$ cat src/rtl/cpu_bus_unit.sv
// Wishbone classic master shared by instruction fetch and data load/store,
// with lane steering, sign/zero extension, misalignment check, retry and timeout.
//   state   | meaning
//   S_IDLE  | arbitrate requests (data wins), latch request, check alignment
//   S_BUS   | cyc/stb asserted, wait for ack/err/rty or timeout
//   S_RETRY | one idle cycle between retried attempts
//   S_DONE  | done pulse (with err if any) visible to the requester
module cpu_bus_unit #(
  parameter int DATA_WIDTH     = 32,
  parameter int ADDR_WIDTH     = 32,
  parameter int MAX_RETRY      = 3,
  parameter int TIMEOUT_CYCLES = 255
) (
  input  logic                    clk_i,
  input  logic                    rst_i,
  input  logic                    fetch_req_i,
  input  logic [ADDR_WIDTH-1:0]   fetch_adr_i,
  output logic [31:0]             fetch_data_o,
  output logic                    fetch_done_o,
  output logic                    fetch_err_o,
  input  logic                    mem_req_i,
  input  logic                    mem_we_i,
  input  logic [1:0]              mem_size_i,
  input  logic                    mem_unsigned_i,
  input  logic [ADDR_WIDTH-1:0]   mem_adr_i,
  input  logic [DATA_WIDTH-1:0]   mem_wdata_i,
  output logic [DATA_WIDTH-1:0]   mem_rdata_o,
  output logic                    mem_done_o,
  output logic                    mem_err_o,
  input  logic [DATA_WIDTH-1:0]   dat_i,
  input  logic                    ack_i,
  input  logic                    err_i,
  input  logic                    rty_i,
  output logic [DATA_WIDTH-1:0]   dat_o,
  output logic [ADDR_WIDTH-1:0]   adr_o,
  output logic [DATA_WIDTH/8-1:0] sel_o,
  output logic                    we_o,
  output logic                    stb_o,
  output logic                    cyc_o
);
  localparam int SW = DATA_WIDTH / 8;
  localparam int LW = $clog2(SW);

  typedef enum logic [1:0] {S_IDLE, S_BUS, S_RETRY, S_DONE} state_t;
  state_t state_q, state_d;

  logic                  req_fetch_q, req_fetch_d;
  logic [ADDR_WIDTH-1:0] req_adr_q, req_adr_d;
  logic [1:0]            req_size_q, req_size_d;
  logic                  req_we_q, req_we_d;
  logic                  req_uns_q, req_uns_d;
  logic [DATA_WIDTH-1:0] req_wdata_q, req_wdata_d;
  logic [31:0]           retry_q, retry_d;
  logic [31:0]           tmo_q, tmo_d;
  logic                  bus_cyc_q, bus_cyc_d;
  logic                  bus_we_q, bus_we_d;
  logic [SW-1:0]         bus_sel_q, bus_sel_d;
  logic [DATA_WIDTH-1:0] bus_dat_q, bus_dat_d;
  logic [ADDR_WIDTH-1:0] bus_adr_q, bus_adr_d;
  logic                  f_done_q, f_done_d, f_err_q, f_err_d;
  logic [31:0]           f_data_q, f_data_d;
  logic                  m_done_q, m_done_d, m_err_q, m_err_d;
  logic [DATA_WIDTH-1:0] m_rdata_q, m_rdata_d;

  // Request source: live inputs while IDLE so the bus cycle starts next edge,
  // latched copy afterwards so retries replay identical signals.
  logic                  src_fetch, src_we, src_uns;
  logic [ADDR_WIDTH-1:0] src_adr;
  logic [1:0]            src_size;
  logic [DATA_WIDTH-1:0] src_wdata;

  always_comb begin
    if (state_q == S_IDLE) begin
      src_fetch = !mem_req_i;
      src_adr   = mem_req_i ? mem_adr_i : fetch_adr_i;
      src_size  = mem_size_i;
      src_we    = mem_req_i & mem_we_i;
      src_uns   = mem_unsigned_i;
      src_wdata = mem_wdata_i;
    end else begin
      src_fetch = req_fetch_q;
      src_adr   = req_adr_q;
      src_size  = req_size_q;
      src_we    = req_we_q;
      src_uns   = req_uns_q;
      src_wdata = req_wdata_q;
    end
  end

  logic [LW-1:0]         lane;
  logic [7:0]            size_mask;
  logic                  aligned;
  logic [SW-1:0]         sel_calc;
  logic [DATA_WIDTH-1:0] dat_calc;
  logic [ADDR_WIDTH-1:0] adr_calc;

  always_comb begin
    lane = src_adr[LW-1:0];
    case (src_size)
      2'd0:    begin size_mask = 8'h01; aligned = 1'b1; end
      2'd1:    begin size_mask = 8'h03; aligned = !src_adr[0]; end
      2'd2:    begin size_mask = 8'h0F; aligned = (src_adr[1:0] == 2'b00); end
      default: begin size_mask = 8'hFF; aligned = (DATA_WIDTH == 64) && (src_adr[2:0] == 3'b000); end
    endcase
    if (src_fetch) begin
      size_mask = 8'h0F;
      aligned   = (src_adr[1:0] == 2'b00);
    end
    sel_calc = SW'(16'(size_mask) << lane);
    dat_calc = src_we ? (src_wdata << {lane, 3'b000}) : '0;
    adr_calc = {src_adr[ADDR_WIDTH-1:LW], {LW{1'b0}}};
  end

  // Load path: move the addressed lane to bit 0, then extend from the access size.
  logic [DATA_WIDTH-1:0] rd_shift, rd_left, rd_ext;
  logic [6:0]            ext_sh;

  always_comb begin
    rd_shift = dat_i >> {req_adr_q[LW-1:0], 3'b000};
    case (req_size_q)
      2'd0:    ext_sh = 7'(DATA_WIDTH - 8);
      2'd1:    ext_sh = 7'(DATA_WIDTH - 16);
      2'd2:    ext_sh = 7'(DATA_WIDTH - 32);
      default: ext_sh = 7'd0;
    endcase
    rd_left = rd_shift << ext_sh;
    rd_ext  = req_uns_q ? (rd_left >> ext_sh) : DATA_WIDTH'($signed(rd_left) >>> ext_sh);
  end

  logic fin, fin_err;

  always_comb begin
    state_d     = state_q;
    req_fetch_d = req_fetch_q;
    req_adr_d   = req_adr_q;
    req_size_d  = req_size_q;
    req_we_d    = req_we_q;
    req_uns_d   = req_uns_q;
    req_wdata_d = req_wdata_q;
    retry_d     = retry_q;
    tmo_d       = tmo_q;
    fin         = 1'b0;
    fin_err     = 1'b0;
    f_data_d    = '0;
    m_rdata_d   = '0;
    case (state_q)
      S_IDLE: begin
        if (mem_req_i || fetch_req_i) begin
          req_fetch_d = src_fetch;
          req_adr_d   = src_adr;
          req_size_d  = src_size;
          req_we_d    = src_we;
          req_uns_d   = src_uns;
          req_wdata_d = src_wdata;
          retry_d     = '0;
          tmo_d       = '0;
          if (!aligned) begin
            fin     = 1'b1;
            fin_err = 1'b1;
            state_d = S_DONE;
          end else begin
            state_d = S_BUS;
          end
        end
      end
      S_BUS: begin
        if (ack_i) begin
          fin     = 1'b1;
          state_d = S_DONE;
          if (req_fetch_q)   f_data_d  = rd_shift[31:0];
          else if (!req_we_q) m_rdata_d = rd_ext;
        end else if (err_i) begin
          fin     = 1'b1;
          fin_err = 1'b1;
          state_d = S_DONE;
        end else if (rty_i) begin
          if (retry_q < 32'(MAX_RETRY)) begin
            retry_d = retry_q + 32'd1;
            state_d = S_RETRY;
          end else begin
            fin     = 1'b1;
            fin_err = 1'b1;
            state_d = S_DONE;
          end
        end else if ((TIMEOUT_CYCLES != 0) && (tmo_q == 32'(TIMEOUT_CYCLES - 1))) begin
          fin     = 1'b1;
          fin_err = 1'b1;
          state_d = S_DONE;
        end else begin
          tmo_d = tmo_q + 32'd1;
        end
      end
      S_RETRY: begin
        tmo_d   = '0;
        state_d = S_BUS;
      end
      S_DONE: begin
        retry_d = '0;
        tmo_d   = '0;
        state_d = S_IDLE;
      end
      default: state_d = S_IDLE;
    endcase
    f_done_d  = fin & src_fetch;
    f_err_d   = fin & fin_err & src_fetch;
    m_done_d  = fin & !src_fetch;
    m_err_d   = fin & fin_err & !src_fetch;
    bus_cyc_d = (state_d == S_BUS);
    bus_we_d  = bus_cyc_d & src_we;
    bus_sel_d = bus_cyc_d ? sel_calc : '0;
    bus_dat_d = bus_cyc_d ? dat_calc : '0;
    bus_adr_d = bus_cyc_d ? adr_calc : '0;
  end

  always_ff @(posedge clk_i) begin
    if (rst_i) begin
      state_q     <= S_IDLE;
      req_fetch_q <= 1'b0;
      req_adr_q   <= '0;
      req_size_q  <= '0;
      req_we_q    <= 1'b0;
      req_uns_q   <= 1'b0;
      req_wdata_q <= '0;
      retry_q     <= '0;
      tmo_q       <= '0;
      bus_cyc_q   <= 1'b0;
      bus_we_q    <= 1'b0;
      bus_sel_q   <= '0;
      bus_dat_q   <= '0;
      bus_adr_q   <= '0;
      f_done_q    <= 1'b0;
      f_err_q     <= 1'b0;
      f_data_q    <= '0;
      m_done_q    <= 1'b0;
      m_err_q     <= 1'b0;
      m_rdata_q   <= '0;
    end else begin
      state_q     <= state_d;
      req_fetch_q <= req_fetch_d;
      req_adr_q   <= req_adr_d;
      req_size_q  <= req_size_d;
      req_we_q    <= req_we_d;
      req_uns_q   <= req_uns_d;
      req_wdata_q <= req_wdata_d;
      retry_q     <= retry_d;
      tmo_q       <= tmo_d;
      bus_cyc_q   <= bus_cyc_d;
      bus_we_q    <= bus_we_d;
      bus_sel_q   <= bus_sel_d;
      bus_dat_q   <= bus_dat_d;
      bus_adr_q   <= bus_adr_d;
      f_done_q    <= f_done_d;
      f_err_q     <= f_err_d;
      f_data_q    <= f_data_d;
      m_done_q    <= m_done_d;
      m_err_q     <= m_err_d;
      m_rdata_q   <= m_rdata_d;
    end
  end

  assign cyc_o        = bus_cyc_q;
  assign stb_o        = bus_cyc_q;
  assign we_o         = bus_we_q;
  assign sel_o        = bus_sel_q;
  assign dat_o        = bus_dat_q;
  assign adr_o        = bus_adr_q;
  assign fetch_done_o = f_done_q;
  assign fetch_err_o  = f_err_q;
  assign fetch_data_o = f_data_q;
  assign mem_done_o   = m_done_q;
  assign mem_err_o    = m_err_q;
  assign mem_rdata_o  = m_rdata_q;

endmodule

$ cat config.mk
export PLATFORM = sky130hd
export DESIGN_NAME = cpu_bus_unit
export DESIGN_NICKNAME = d
export VERILOG_FILES = /design/src/rtl/cpu_bus_unit.sv
export SDC_FILE = /design/constraint.sdc
export NUM_CORES = 1
export LEC_CHECK = 0
export CAP_MARGIN = 20
export CORE_UTILIZATION = 45
export DETAILED_ROUTE_END_ITERATION = 16
export GPL_ROUTABILITY_DRIVEN = 0
export GPL_TIMING_DRIVEN = 0
export PLACE_DENSITY_LB_ADDON = 0.1
export SYNTH_ARGS = -nofsm -noshare
export SYNTH_HDL_FRONTEND = slang
export SYNTH_SLANG_ARGS = --single-unit
$ cat constraint.sdc
create_clock -name clk_i -period 2.4 [get_ports clk_i]
set_clock_uncertainty 0.15 [all_clocks]
set_input_delay 0.48 -clock clk_i [delete_from_list [all_inputs] [get_ports clk_i]]
set_output_delay 0.48 -clock clk_i [all_outputs]
set_load 0.02 [all_outputs]
==> impl_metrics.yaml <==
status:
  outcome: "completed"
drt:
  firstDrtPassIters: 6
  avgRoutedWirePerCell_um: 18.6
  drtAntennaViolNets: 0
  drt_iter0_markers: 827
  drc: 0
  routed_wl_um: 36400
  vias: 10627
  via_per_inst: 5.44
worst_setup_path:
  cp.buffers_inverters: 3
  critPathMaxFanout: 10
  critPathRequiredTime_ns: 2.67
  cp.arrival_ns: 2.65
  cp_top_family: "buffers and inverters"
  path_class: "reg -> reg"
  start_kind: "register"
  crit_path_top_delay_cell: "clkbuf_1"
  end_kind: "register"
  cp_slowest_stage_delay_ns: 0.44
  crit_chain: "nor2_4, buf_4, clkbuf_1, clkbuf_2, nand2_1, a32oi_1, nor2_1"
clock_tree:
  clkLatencyLatePin_ns: 0.54
  cts.clk_slew.worst_paths_ns: 0.06
  clkSinkCount: 271
  htree_levels: 1
  cts_buffer_depth: 3
  root_buffer: "clkbuf_16"
  cts_buffers: 28
  ctsHoldBuffers: 0
  cts_tree: "yes"
cells_and_area:
  final_common_cell: "clkdlybuf4s50_1"
  layout.cells.non_filler: 1952
  area_growth_pct: 41.9
  finalNetCount: 1750
  final_layout_size_suffix_gt1_share_pct: 11.2
  utilization_pct: 65.3
  final_cell_mix: "clkdlybuf4s50_1, dfxtp_1, nor2_1"
  design_area_um2: 15900
logic_synthesis:
  synth_top_area_share_pct: 48.3
  synth-seq-cells: 271
  ys_warn_count: 0
  synth_area_per_cell_um2: 8.74
  synthesis.area_um2: 11200
  synth_largest_area_cell: "dfxtp_1"
  synthTopCellsByArea: "dfxtp_1, mux2i_1, nor2_1"
  async_flop_share_pct: 0
  yosysUniqueCellTypes: 67
  seq_area_frac_synth_pct: 48.3
  synth_cells: 1285
  synth_edf_count: 0
  ys.flop_type: "dfxtp_1"
global_route:
  overflow: 0
  grt_pass1_vias: 10379
  grt_antenna_before_repair: 4
  grt_max_degree: 20
  grt_first_pass_wirelength_um: 57100
  grt_usage_pct: 28.2
placed_design:
  place_area_um2: 14400
  dp_hpwl_um: 26400
  placed_cells: 1883
  io_buffers: 273
floorplanning:
  dieHeight_um: 160
  dieWidth_um: 160
  coreArea_um2: 24400
  dieArea_um2: 25600
  row_count: 57
  start_util_pct: 46.0
  num_io_pins: 278
pwr:
  power_density_nw_per_um2: 906
  ir_worst_vdd_v: 0.000468
  power.leakage_uw: 0.00608
timing:
  layout_worst_path_cycle_share_pct: 99.4
  min_period_ns: 2.38
  tightest_slew_ns: 0.912
  rsz0062_at_grt: "yes"
  slew_viol_final: 0
  finalHoldViolCount: 0
  slew_headroom_pct: 39.1
  finalSetupViolCount: 0
  max_freq_ghz: 0.419
job:
  drv_cap: 0
worst_hold_path:
  hp-class: "reg -> reg"
==> cell type report <==
class / count / area, um2
fillers: 2119 / 8460
multi-input cells: 909 / 5710
flip-flops and latches: 271 / 5440
repair buffers: 296 / 2930
clock buffers: 39 / 813
plain buffers: 89 / 470
well taps: 324 / 405
clock inverters: 10 / 110
inverters: 13 / 53.8
diodes: 1 / 2.50
==> stage by stage <==
| step | power (uW) | TNS [ns] | hold slack (ns) | worst slack, ns |
|---|---|---|---|---|
| after CTS | 14300 | 0 | 0.301 | 0.00136 |
| after global placement | 9590 | -106.36 | 0.288 | -0.850 |
| final | 14400 | 0 | 0.300 | 0.0155 |
| after detailed placement | 9630 | -106.35 | 0.293 | -0.862 |
| after floorplan | 7940 | 0 | 0.282 | 0.0168 |
| after global routing | 15100 | -0.262 | 0.315 | -0.0556 |
==> state kept, by name (all words and copies together) (netlist names), 2 cells and up <==
signal        count
tmo_q            32
req_size_q        2
sel_o             4
fetch_data_o     32
mem_rdata_o      32
state_q           2
req_wdata_q      32
req_adr_q        32
dat_o            32
adr_o            30
retry_q          32
==> synthesized netlist by cell type, types with 6 or more instances <==
cell type / number
and3_1: 40
o21a_1: 9
nor3_1: 11
mux2i_1: 77
clkbuf_1: 62
nand4_1: 15
a32oi_1: 8
nor2_1: 191
a211oi_1: 89
buf_2: 12
o21ai_0: 16
nor4_1: 14
nor2b_1: 22
mux2_2: 8
xnor2_1: 21
nor4_2: 6
or3_1: 6
a311oi_1: 8
nand3_1: 15
dfxtp_1: 271
inv_1: 12
a21oi_1: 90
nand2b_1: 10
nand2_1: 181
buf_1: 14
a31oi_1: 12
==> metal layers <==
| layer | share of wire, % | up-vias | global-route usage (%) |
|---|---|---|---|
| met5 | 0.033 | - | 0 |
| met4 | 3.7 | 2 | 11.3 |
| met3 | 9.1 | 107 | 7.40 |
| met2 | 46 | 449 | 45.7 |
| met1 | 41 | 4942 | 35.6 |
| li1 | - | 5127 | - |
==> worst min-delay path: stages, from the launching register on <==
cell	delay [ns]
dfxtp_1	0.30
nand2_1	0.05
a21oi_1	0.05
==> power breakdown <==
group	switching, uW	internal [uW]
Combinational	2970	1880
Clock	1780	2570
Sequential	254	4970
Total	5010	9420
==> worst paths after layout <==
path,from,to,slack [ns],cells past startpoint
max reg2reg,state_q[0]$_SDFF_PP0_,dat_o[16]$_SDFF_PP0_,0.02,7
max,state_q[0]$_SDFF_PP0_,dat_o[16]$_SDFF_PP0_,0.02,7
min,req_wdata_q[24]$_SDFFE_PP0P_,req_wdata_q[24]$_SDFFE_PP0P_,0.30,2
min reg2reg,req_wdata_q[24]$_SDFFE_PP0P_,req_wdata_q[24]$_SDFFE_PP0P_,0.30,2
==> kinds of logic after synthesis <==
group                      share of synthesized area, %
AOI/OAI and AO/OA                                  15.1
adders and majority gates                         0.334
other                                            0.0334
and+or+nand+nor                                    22.3
buffers and inverters                              4.01
xor gates and xnor gates                           1.79
DFF                                                48.3
muxes                                              8.12
==> what timing repair did <==
action                                  4_1_cts  5_1_grt
gates cloned                                  3        1
hold endpoints to repair                      0        0
pin swaps                                     8       16
setup buffers                                16        5
resized for setup                            57       60
endpoints found under the setup margin      203      127
Power figures use the tool's default switching activity.
